File: src/rtl/systolic_fifo_ctrl_if.sv
// Handshake and strobe bundle between the operand source, the FIFO sequencer and the row FIFOs.
// Latency: none, wires only.
// Backpressure: row_valid/row_ready on the row load path; stall on the drain path.
// Ports: start/busy/done control, row_valid/row_ready/row_data load handshake,
//        stall from the array, fifo_load/fifo_load_vals/fifo_shift strobes to the FIFOs.
// master = operand source / array side, slave = sequencer side.
interface systolic_fifo_ctrl_if #(
    parameter int N  = 4,
    parameter int DW = N * 8
);
    logic          start;
    logic          busy;
    logic          done;
    logic          row_valid;
    logic          row_ready;
    logic [DW-1:0] row_data;
    logic          stall;
    logic [N-1:0]  fifo_load;
    logic [DW-1:0] fifo_load_vals;
    logic [N-1:0]  fifo_shift;

    modport master (
        output start, row_valid, row_data, stall,
        input  busy, done, row_ready, fifo_load, fifo_load_vals, fifo_shift
    );

    modport slave (
        input  start, row_valid, row_data, stall,
        output busy, done, row_ready, fifo_load, fifo_load_vals, fifo_shift
    );
endinterface

File: src/rtl/systolic_fifo_ctrl.sv
// Sequencer for the N per-row systolic input FIFOs: loads N rows, then drains them with a diagonal skew.
// Latency: N load cycles + 2N-1 drain cycles + 1 done cycle (start-to-done 3N+1 with row_valid held).
// Backpressure: row_valid/row_ready throttles loading; stall freezes the drain, keeping the skew.
// Ports: clk, rst (async, active-high); bus (slave modport of systolic_fifo_ctrl_if).
// Optional: SYS_FIFO_CTRL_PERF_EN adds perf_busy_cyc / perf_stall_cyc saturating counters.
module systolic_fifo_ctrl #(
    parameter  int N  = 4,
    parameter  int DW = N * 8,
    localparam int CW = $clog2(2 * N),
    localparam int RW = (N > 1) ? $clog2(N) : 1
) (
    input  logic                  clk,
    input  logic                  rst,
    systolic_fifo_ctrl_if.slave   bus
`ifdef SYS_FIFO_CTRL_PERF_EN
    ,
    output logic [31:0]           perf_busy_cyc,
    output logic [31:0]           perf_stall_cyc
`endif
);

    typedef enum logic [1:0] {
        IDLE  = 2'd0,
        LOAD  = 2'd1,
        DRAIN = 2'd2,
        DONE  = 2'd3
    } state_t;

    state_t        state;
    state_t        state_nxt;
    logic [RW-1:0] row_idx;
    logic [RW-1:0] row_idx_nxt;
    logic [CW-1:0] dcnt;
    logic [CW-1:0] dcnt_nxt;

    logic          row_ready;
    logic          done;
    logic [N-1:0]  fifo_load;
    logic [N-1:0]  fifo_shift;

    always_ff @(posedge clk or posedge rst) begin
        if (rst) begin
            state   <= IDLE;
            row_idx <= '0;
            dcnt    <= '0;
        end else begin
            state   <= state_nxt;
            row_idx <= row_idx_nxt;
            dcnt    <= dcnt_nxt;
        end
    end

    always_comb begin
        state_nxt   = state;
        row_idx_nxt = row_idx;
        dcnt_nxt    = dcnt;
        row_ready   = 1'b0;
        done        = 1'b0;
        fifo_load   = '0;
        fifo_shift  = '0;
        case (state)
            IDLE: begin
                if (bus.start) begin
                    state_nxt   = LOAD;
                    row_idx_nxt = '0;
                end
            end
            LOAD: begin
                row_ready = 1'b1;
                if (bus.row_valid) begin
                    fifo_load[row_idx] = 1'b1;
                    // Last row: row_idx stays at N-1 so it never wraps.
                    if (row_idx == RW'(N - 1)) begin
                        state_nxt = DRAIN;
                        dcnt_nxt  = '0;
                    end else begin
                        row_idx_nxt = row_idx + 1'b1;
                    end
                end
            end
            DRAIN: begin
                // A stalled cycle neither shifts nor advances dcnt, so every
                // row keeps its offset from row 0 across the stall.
                if (!bus.stall) begin
                    for (int i = 0; i < N; i++) begin
                        fifo_shift[i] = (int'(dcnt) >= i) && (int'(dcnt) <= i + N - 1);
                    end
                    if (dcnt == CW'(2 * N - 2)) begin
                        state_nxt = DONE;
                    end else begin
                        dcnt_nxt = dcnt + 1'b1;
                    end
                end
            end
            DONE: begin
                done      = 1'b1;
                state_nxt = IDLE;
            end
            default: begin
                state_nxt = IDLE;
            end
        endcase
    end

    assign bus.busy           = (state != IDLE);
    assign bus.done           = done;
    assign bus.row_ready      = row_ready;
    assign bus.fifo_load      = fifo_load;
    assign bus.fifo_shift     = fifo_shift;
    // Same row broadcast to every FIFO; only the strobed one captures it.
    assign bus.fifo_load_vals = bus.row_data;

`ifdef SYS_FIFO_CTRL_PERF_EN
    always_ff @(posedge clk or posedge rst) begin
        if (rst) begin
            perf_busy_cyc  <= '0;
            perf_stall_cyc <= '0;
        end else if ((state == IDLE) && bus.start) begin
            perf_busy_cyc  <= '0;
            perf_stall_cyc <= '0;
        end else begin
            if ((state != IDLE) && (perf_busy_cyc != 32'hFFFF_FFFF)) begin
                perf_busy_cyc <= perf_busy_cyc + 32'd1;
            end
            if ((state == DRAIN) && bus.stall && (perf_stall_cyc != 32'hFFFF_FFFF)) begin
                perf_stall_cyc <= perf_stall_cyc + 32'd1;
            end
        end
    end
`endif

endmodule
File: src/flat_wrapper.sv
// flat-port wrapper written by rule: the top's interface ports become plain ports
module systolic_fifo_ctrl_flat 
#(
    parameter  int N  = 4,
    parameter  int DW = N * 8,
    localparam int CW = $clog2(2 * N),
    localparam int RW = (N > 1) ? $clog2(N) : 1
)
  (clk, rst, bus_start, bus_row_valid, bus_row_data, bus_stall, bus_busy, bus_done, bus_row_ready, bus_fifo_load, bus_fifo_load_vals, bus_fifo_shift);
  systolic_fifo_ctrl_if #(.N(N), .DW(DW)) bus_i ();
  input  logic clk;
  input  logic rst;
  input wire logic [$bits(bus_i.start)-1:0] bus_start;
  input wire logic [$bits(bus_i.row_valid)-1:0] bus_row_valid;
  input wire logic [$bits(bus_i.row_data)-1:0] bus_row_data;
  input wire logic [$bits(bus_i.stall)-1:0] bus_stall;
  output wire logic [$bits(bus_i.busy)-1:0] bus_busy;
  output wire logic [$bits(bus_i.done)-1:0] bus_done;
  output wire logic [$bits(bus_i.row_ready)-1:0] bus_row_ready;
  output wire logic [$bits(bus_i.fifo_load)-1:0] bus_fifo_load;
  output wire logic [$bits(bus_i.fifo_load_vals)-1:0] bus_fifo_load_vals;
  output wire logic [$bits(bus_i.fifo_shift)-1:0] bus_fifo_shift;
  assign bus_i.start = bus_start;
  assign bus_i.row_valid = bus_row_valid;
  assign bus_i.row_data = bus_row_data;
  assign bus_i.stall = bus_stall;
  assign bus_busy = bus_i.busy;
  assign bus_done = bus_i.done;
  assign bus_row_ready = bus_i.row_ready;
  assign bus_fifo_load = bus_i.fifo_load;
  assign bus_fifo_load_vals = bus_i.fifo_load_vals;
  assign bus_fifo_shift = bus_i.fifo_shift;
  systolic_fifo_ctrl #(.N(N), .DW(DW)) u_core (.clk(clk), .rst(rst), .bus(bus_i));
endmodule
File: config.mk
export PLATFORM = sky130hd
export DESIGN_NAME = systolic_fifo_ctrl_flat
export DESIGN_NICKNAME = d
export VERILOG_FILES = /design/src/rtl/systolic_fifo_ctrl_if.sv /design/src/rtl/systolic_fifo_ctrl.sv /design/src/flat_wrapper.sv
export SDC_FILE = /design/constraint.sdc
export NUM_CORES = 1
export LEC_CHECK = 0
export ABC_AREA = 1
export BUFFER_PORTS_ARGS = -buffer_cell sky130_fd_sc_hd__buf_2
export CAP_MARGIN = 20
export CORE_MARGIN = 2
export CORE_UTILIZATION = 38
export DETAILED_ROUTE_END_ITERATION = 7
export GPL_TIMING_DRIVEN = 0
export MAX_ROUTING_LAYER = met4
export PLACE_DENSITY = 0.77
export SYNTH_ARGS = -nofsm -noshare
export SYNTH_HDL_FRONTEND = slang
export SYNTH_SLANG_ARGS = --single-unit
File: constraint.sdc
create_clock -name clk -period 1.8 [get_ports clk]
set_input_delay 0.36 -clock clk [delete_from_list [all_inputs] [get_ports clk]]
set_output_delay 0.36 -clock clk [all_outputs]
set_load 0.05 [all_outputs]
==> metrics.cfg, run 1 <==
[status]
status = finished clean

[synthesis]
yosysWarnings = 0
syn_nets = 180
syn_inst = 131
ys_seq_elements = 7
synth.avg_cell_area_um2 = 7.04
yosysUniqueCellTypes = 17
syn-cell-area_um2 = 922
synth.yosys.seq_area_share_pct = 19.0

[worst_setup_path]
cp-start-kind = flip-flop
crit_required_ns = 1.44
r2r-start = u_core.state[0]
cp_max_fo = 4
path_class = reg -> out
crit_end = bus_fifo_shift[3]
r2r_slack_ns = 0.44
reg2reg_to = u_core.state[1]
cp-end-kind = output pin
cp_data_arrival_time_ns = 1.42
reg2reg_depth = 8
startpoint = u_core.state[0]

[sta]
rsz0062_at_grt = true
period_share_pct = 98.8
final-hold-violation-count = 0
timing_worst_slew_pin_value_ns = 0.279
post-route-min-period_ns = 1.78
fin_ws_ns = 0.0215
drv_slew = 0
max_slew_margin_pct = 81.4
skew_ns = 0.00105
setup_viol = 0
clock.fmax_ghz = 0.562

[floorplan]
num_rows = 17
ios = 80
die_area_um2 = 2840
core_um2 = 2250
die_x_um = 53.3
die-height_um = 53.3
initial_utilization_pct = 40.9

[layout]
design_area_um2 = 1440
syn_to_final_growth_pct = 56.0
n_fill_cell = 210
drive_above_1_share_pct = 62.8
final-seq-area_um2 = 178
final_cells = 219
nNetsFinal = 241
diodes = 0
final_common_cell = buf_4
final_cell_mix = buf_4, buf_2, nand2_1
multi_input_area_um2 = 541

[clock_network]
cts_hold_buffers = 0
cts_buffers = 3
clkLatencyLatePin_ns = 0.25
path_clk_slew_ns = 0.05
cts_tree = done
cts.sinks = 7
cts.htree.levels = 1
cts_root_buf = clkbuf_4
cts_buffer_depth = 2

[placement]
dp.cells = 206
portBuffers = 47
place_ws_ns = -0.0493
dp_hpwl_mm = 1.67
placed_area_um2 = 1240
globalplace.congestion = 0.741

[detailed_routing]
num_vias = 988
drtPass1Iterations = 6
wirelength_mm = 2.13
drt_iter0_markers = 13
drc = 0
ant_nets = 0
drt-vias-per-instance = 4.51
wire_per_inst_um = 9.72

[job]
drv_cap = 0

[hold_path]
worst_hold_path_type = in -> async

[grt]
grt_pass1_wl_mm = 3.05
antenna_found_initial = 0
track_usage_pct = 15.3
grt_pass1_vias = 816
grt_start_max_net_pins = 9
grt_overflow = 0

[power_and_ir_drop]
leakage_nw = 0.801
power_density_nw_per_um2 = 1310
peakVddDrop_mv = 0.912

layer usage:
metal	vias up	wire [µm]	global-route usage (%)
li1	485	-	-
met1	434	685	14.6
met2	63	1170	27.8
met3	6	221	5.37
met4	0	48	6.41
met5	-	0	-
what timing repair did:
action,4_1_cts,5_1_grt
pin swaps,3,7
buffers inserted,6,3
gates resized for setup,22,9
endpoints found under the hold margin,0,0
setup endpoints to repair,8,8
sequential cells by signal, indices dropped and copies added, names as in the netlist:
signal          count
u_core.state        2
u_core.row_idx      2
u_core.dcnt         3
cell usage after synthesis:
library cell	instances	area share (%)
a21boi_0	1	0.81
dfrtp_1	7	19
nand2_4	2	2.4
nand2_1	27	11
buf_4	32	26
nor3_1	1	0.54
o21ai_1	2	1.1
nor2_4	1	1.2
nand2_2	3	2.0
ha_1	12	16
a21oi_1	1	0.54
o21ai_0	3	1.6
inv_2	2	0.81
inv_1	17	6.9
nor2_1	11	4.5
nor2_2	2	1.4
nand3_1	7	3.8
report_power, final:
group	internal (mW)	total, mW	switching (mW)
clock network	0.0842	0.136	0.0519
logic	0.514	1.46	0.944
registers	0.220	0.291	0.0704
cell families after synthesis:
| group | count (synthesis) | share of synthesized area [%] |
|---|---|---|
| AND/OR/NAND/NOR | 54 | 26.9 |
| buffers and inverters | 51 | 33.8 |
| adder cells (fa/ha/maj) | 12 | 16.3 |
| AO/OA/AOI/OAI | 7 | 4.07 |
| flip-flops | 7 | 19.0 |
how the worst min path moves through the flow:
stage,cells past startpoint,end,slack [ns]
floorplan,1,u_core.dcnt[0],0.16
global placement,2,u_core.dcnt[1],0.30
detailed placement,2,u_core.dcnt[1],0.30
CTS,2,u_core.row_idx[0],0.04
global route,2,u_core.dcnt[2],0.04
finish,2,u_core.row_idx[0],0.04
layout make-up:
| class | count | share of cell area (%) |
|---|---|---|
| multi-input combinational | 73 | 37.6 |
| sequential | 7 | 12.3 |
| timing repair buffer | 56 | 24.0 |
| inverter | 19 | 5.13 |
| tap | 28 | 2.43 |
| clock buffer | 4 | 1.83 |
| buffer | 32 | 16.7 |
critical path, cell delays in order (launching register included):
cell and delay, ns:
dfrtp_1 0.38, inv_2 0.08, ha_4 0.14, inv_4 0.04, nor2_4 0.11, o21ai_0 0.12, nor2_2 0.14, buf_6 0.16
stage by stage:
step                hold slack, ns  power [mW]  TNS [ns]  util (%)
finish                      0.0365        1.88         0      63.8
global route                0.0425        2.05    -0.125      63.8
CTS                         0.0362        1.83   -0.0355      61.5
detailed placement           0.302        1.50   -0.0765      54.9
global placement             0.298        1.46         0      54.9
floorplan                    0.163        1.30    -0.245         -
No activity file was read; power rests on OpenSTA's default activity.
==> inputs of run 2 (changes only) <==
--- a/config.mk
+++ b/config.mk
@@ -5,15 +5,14 @@
 export SDC_FILE = /design/constraint.sdc
 export NUM_CORES = 1
 export LEC_CHECK = 0
-export ABC_AREA = 1
 export BUFFER_PORTS_ARGS = -buffer_cell sky130_fd_sc_hd__buf_2
 export CAP_MARGIN = 20
 export CORE_MARGIN = 2
-export CORE_UTILIZATION = 38
+export CORE_UTILIZATION = 30
 export DETAILED_ROUTE_END_ITERATION = 7
 export GPL_TIMING_DRIVEN = 0
 export MAX_ROUTING_LAYER = met4
-export PLACE_DENSITY = 0.77
+export PLACE_DENSITY = 0.63
 export SYNTH_ARGS = -nofsm -noshare
 export SYNTH_HDL_FRONTEND = slang
 export SYNTH_SLANG_ARGS = --single-unit
==> run 2 against run 1 <==
The run now ends with negative setup slack left. Critical path depth is 1 lower. Global-route usage is 3.1 points lower. Synthesized area is 0.95% lower. Utilization is 14 points lower. Routed wire length is 4.8% higher. Clock skew is 0.00061 ns lower. Sequential share of layout area is 0.30 points lower. Setup slack worse by 0.13 ns. Die area is 23% higher. Design area is 2.5% higher. Fmax is 7.0% lower. Non-clock buffer count is 1 lower. Critical path type unchanged.
==> metrics.cfg, run 2 <==
[worst_setup_path]
cp-end-kind = output pin
crit_top_cell = buf_6
startpoint = u_core.dcnt[2]
cp_slowest_stage_delay_ns = 0.37
cp-start-kind = flip-flop
cp_max_fo = 9
r2r-start = u_core.dcnt[1]
cp_data_arrival_time_ns = 1.55
crit_end = bus_fifo_shift[3]
crit_required_ns = 1.44
cp_slowest_cell = dfrtp_1
reg2reg_to = u_core.state[1]
path_class = reg -> out
r2r_slack_ns = 0.16
path_cells = buf_6, inv_4, ha_4, a211oi_4, a311oi_4, buf_6
reg2reg_depth = 6

[layout]
final_common_cell = buf_4
design_area_um2 = 1480
diodes = 0
reg_top3 = u_core.dcnt: 3 flops, u_core.row_idx: 2 flops, u_core.state: 2 flops
final_cell_mix = buf_4, buf_2, buf_6, ha_1
nNetsFinal = 212
largest_reg_flops = 3
top_register = u_core.dcnt
syn_to_final_growth_pct = 61.5
drive_above_1_share_pct = 74.1

[sta]
skew_ns = 0.000433
fin_ws_ns = -0.112
final-hold-violation-count = 0
max_slew_margin_pct = 78.1
drv_slew = 0
post-route-min-period_ns = 1.91
period_share_pct = 106
clock.fmax_ghz = 0.523
timing_worst_slew_pin_value_ns = 0.327
setup_viol = 3
rsz0062_at_grt = true

[synthesis]
synth_area_leaders = buf_4, dfrtp_1, ha_1, inv_1, and3_1
synth.largest_area_cell = buf_4
synth.avg_cell_area_um2 = 8.62
netlist.area_leader.share_pct = 27.9
async_flop_share_pct = 100
syn_inst = 106
yosys-top-cells-count = buf_4, ha_1, inv_1
ys_seq_elements = 7
ys.flop_type = dfrtp_1
yosysUniqueCellTypes = 29
syn-cell-area_um2 = 913
synth_most_common_cell = buf_4
synth_edf_count = 0
synth.yosys.seq_area_share_pct = 19.2
yosysWarnings = 0
syn_nets = 155

[floorplan]
ios = 80
core_um2 = 2980
die_area_um2 = 3500
die-height_um = 59.2
die_x_um = 59.2
initial_utilization_pct = 30.7
num_rows = 20

[job]
drv_cap = 0

[power_and_ir_drop]
power_mw = 2.05
leakage_nw = 0.736
peakVddDrop_mv = 0.597
power_density_nw_per_um2 = 1390

[grt]
grt_overflow = 0
antenna_found_initial = 0
grt_pass1_wl_mm = 3.24
grt_start_max_net_pins = 13
grt_pass1_vias = 851
track_usage_pct = 12.2

[clock_network]
path_clk_slew_ns = 0.05
cts_buffers = 3
cts_buffer_depth = 2
cts.htree.levels = 1
cts_tree = done
clkLatencyLatePin_ns = 0.25
cts.sinks = 7
cts_root_buf = clkbuf_4
cts_hold_buffers = 0

[placement]
placed_area_um2 = 1250
dp_hpwl_mm = 1.68
portBuffers = 47
globalplace.congestion = 0.740

[detailed_routing]
drtPass1Iterations = 3
wire_per_inst_um = 11.4
drt_iter0_markers = 16
ant_nets = 0
drt-vias-per-instance = 4.62
wirelength_mm = 2.23
drc = 0
num_vias = 901

[status]
status = finished with violations
violations = negative setup slack

[hold_path]
worst_hold_path_type = in -> async

run 2: cell count changes in the layout (fill, tap and decap cells not counted), sizes merged, moves of 3 or more:
cell	change
and3	+4
nand3	-7
inv	-10
nor2	-9
nand2	-29
nand2b	+3
run 2: how the worst min path moves through the flow:
stage | slack (ns) | endpoint
floorplan | 0.16 | u_core.dcnt[1]
global placement | 0.31 | u_core.dcnt[1]
detailed placement | 0.32 | u_core.dcnt[1]
CTS | 0.04 | u_core.dcnt[1]
global route | 0.05 | u_core.row_idx[1]
finish | 0.03 | u_core.row_idx[1]
run 2: power breakdown:
group	total (mW)	internal, mW	switching [mW]
Combinational	1.61	0.641	0.965
Sequential	0.299	0.227	0.0721
Clock	0.144	0.0847	0.0591
run 2: worst max-delay path: cells and delay by family (launching register included):
family | cells | cell delay [ns]
buffers and inverters | 3 | 0.45
AOI/OAI and AO/OA | 2 | 0.32
DFF | 1 | 0.37
adders and majority gates | 1 | 0.15
run 2: through the flow:
step	util [%]	hold WS [ns]	setup WS [ns]	TNS, ns	instances
after global routing	49.5	0.0467	-0.143	-0.379	195
after global placement	42.0	0.310	-0.0866	-0.151	186
after floorplan	-	0.163	-0.0178	-0.0600	106
final	49.5	0.0331	-0.112	-0.192	195
after CTS	48.2	0.0421	-0.106	-0.316	194
after detailed placement	42.0	0.315	-0.132	-0.271	186
run 2: cell type report:
class                           instances  area [µm²]
Buffer                                 34         263
Clock buffer                            4        26.3
Tap cell                               33        41.3
Timing Repair Buffer                   53         332
Inverter                               10        41.3
Fill cell                             292        1500
Sequential cell                         7         178
Multi-Input combinational cell         54         594
run 2: timing repair:
action,CTS,global route
setup endpoints to repair,8,8
gates resized for setup,30,8
pin swaps,0,5
setup buffers,5,1
run 2: per-layer routing:
layer  global-route usage [%]  up-vias  wire [µm]
met3                     2.84        2        193
li1                         -      440          -
met4                     4.22        0         10
met5                        -        -          0
met2                     23.8       56       1160
met1                     11.5      403        862
run 2: kinds of logic after synthesis:
group	after synthesis	share of synthesized area [%]
buffers and inverters	45	32.6
DFF	7	19.2
muxes	3	3.42
AOI/OAI and AO/OA	16	14.2
and+or+nand+nor	23	14.1
adders and majority gates	12	16.4
==> inputs of run 3 (changes only) <==
--- a/config.mk
+++ b/config.mk
@@ -8,11 +8,11 @@
 export BUFFER_PORTS_ARGS = -buffer_cell sky130_fd_sc_hd__buf_2
 export CAP_MARGIN = 20
 export CORE_MARGIN = 2
-export CORE_UTILIZATION = 30
+export CORE_UTILIZATION = 35
 export DETAILED_ROUTE_END_ITERATION = 7
 export GPL_TIMING_DRIVEN = 0
 export MAX_ROUTING_LAYER = met4
-export PLACE_DENSITY = 0.63
+export PLACE_DENSITY = 0.72
 export SYNTH_ARGS = -nofsm -noshare
 export SYNTH_HDL_FRONTEND = slang
 export SYNTH_SLANG_ARGS = --single-unit
==> run 3 against run 2 <==
The flow still finishes with violations (negative setup slack). Sequential share of layout area decreased by 1.1 points. Sequential power increased by 3%. First-iteration DRC count decreased by 63%. Critical path type unchanged. Clock-buffer cell count unchanged. Largest power group unchanged. Critical path depth unchanged.
==> metrics.cfg, run 3 (synthesis results as in run 2) <==
[status]
status = finished with violations
violations = negative setup slack

[sta]
timing_worst_slew_pin_value_ns = 0.304
setup_viol = 4
clock.fmax_ghz = 0.537
post-route-min-period_ns = 1.86
fin_setup_tns_ns = -0.175
max_slew_margin_pct = 79.6
skew_ns = 0.00150
period_share_pct = 103
drv_slew = 0
rsz0062_at_grt = true
fin_ws_ns = -0.0607
final-hold-violation-count = 0

[worst_setup_path]
path_class = reg -> out
cp-start-kind = flip-flop
r2r_slack_ns = 0.12
crit_required_ns = 1.44
r2r-start = u_core.dcnt[1]
reg2reg_to = u_core.state[1]
cp_max_fo = 4
cp-end-kind = output pin
cp_data_arrival_time_ns = 1.50
reg2reg_depth = 6

[layout]
multi_input_area_um2 = 611
top_register = u_core.dcnt
final_cell_mix = buf_4, buf_2, buf_6
diodes = 0
syn_to_final_growth_pct = 77.9
largest_reg_flops = 3
final_common_cell = buf_4
drive_above_1_share_pct = 75.3
design_area_um2 = 1630
final-seq-area_um2 = 178
final_cells = 208
reg_top3 = u_core.dcnt: 3 flops, u_core.row_idx: 2 flops, u_core.state: 2 flops
nNetsFinal = 228
n_fill_cell = 206

[floorplan]
die_x_um = 55.1
die-height_um = 55.1
die_area_um2 = 3030
core_um2 = 2480
initial_utilization_pct = 36.9
num_rows = 18
ios = 80

[placement]
placed_area_um2 = 1250
globalplace.congestion = 0.817
place_ws_ns = -0.132
dp_hpwl_mm = 1.64
portBuffers = 47
dp.cells = 183

[detailed_routing]
wire_per_inst_um = 11.6
drc = 0
drt_iter0_markers = 6
ant_nets = 0
num_vias = 946
drtPass1Iterations = 3
drt-vias-per-instance = 4.55
wirelength_mm = 2.41

[hold_path]
worst_hold_path_type = in -> async

[grt]
grt_overflow = 0
grt_pass1_vias = 819
grt_start_max_net_pins = 13
track_usage_pct = 16.9
grt_pass1_wl_mm = 3.48
antenna_found_initial = 0

[clock_network]
cts_tree = done
path_clk_slew_ns = 0.05
clkLatencyLatePin_ns = 0.25
cts.htree.levels = 1
cts.sinks = 7
cts_hold_buffers = 0
cts_root_buf = clkbuf_4
cts_buffer_depth = 2
cts_buffers = 3

[power_and_ir_drop]
peakVddDrop_mv = 0.969
power_density_nw_per_um2 = 1430
leakage_nw = 0.823

[job]
drv_cap = 0

[run 3: cell types whose count changed in the layout (fill, tap and decap cells not counted), moves of 2 or more]
cell,previous run,this run
inv_2,3,1
nor2_1,1,3
buf_4,40,54
buf_8,0,2
nor2_2,3,1
ha_4,4,6
buf_6,7,9
[run 3: worst max-delay path by stage]
| stage | start | end |
|---|---|---|
| floorplan | u_core.state[1] | bus_fifo_load[0] |
| global placement | u_core.dcnt[0] | bus_fifo_shift[3] |
| detailed placement | u_core.dcnt[1] | bus_fifo_shift[1] |
| CTS | u_core.dcnt[0] | bus_fifo_shift[3] |
| global route | u_core.dcnt[1] | bus_fifo_shift[3] |
| finish | u_core.dcnt[1] | bus_fifo_shift[2] |
[run 3: layer usage]
metal	wire [µm]	vias to the layer above	global-route usage, %	share of wire [%]
met5	0	-	-	0
met4	57	0	8.94	2.4
met3	241	6	2.96	10
met2	1230	60	29.6	51
met1	880	411	18.2	37
li1	-	469	-	-
[run 3: stage by stage]
step	power (mW)	hold WS (ns)	util (%)
after floorplan	1.33	0.163	-
after global placement	1.50	0.301	50.3
after detailed placement	1.55	0.309	50.3
after CTS	2.09	0.0374	60.7
after global routing	2.48	0.0542	65.6
final	2.32	0.0350	65.6
[run 3: worst max-delay path, stage by stage (launching register included)]
cell and delay (ns):
dfrtp_1 0.43, buf_6 0.16, inv_4 0.06, ha_4 0.16, nor2_2 0.05, a211oi_4 0.21, buf_6 0.19
[run 3: cell type report]
type	count	share of cell area [%]
Sequential cell	7	10.9
Buffer	34	16.2
Timing Repair Buffer	69	28.6
Multi-Input combinational cell	54	37.6
Inverter	10	2.85
Clock buffer	4	1.62
Tap cell	30	2.31
[run 3: what timing repair did]
action,in CTS,in global routing
resized for setup,33,15
cloned,0,0
endpoints found under the setup margin,8,10
setup buffers,15,8
pin swaps,6,4
[run 3: report_power, final]
group,internal [mW],total [mW],switching [mW],leakage [nW]
combinational,0.841,1.87,1.03,0.721
clock,0.0844,0.140,0.0557,0.0150
sequential,0.227,0.308,0.0813,0.0876
total,1.15,2.32,1.16,0.823
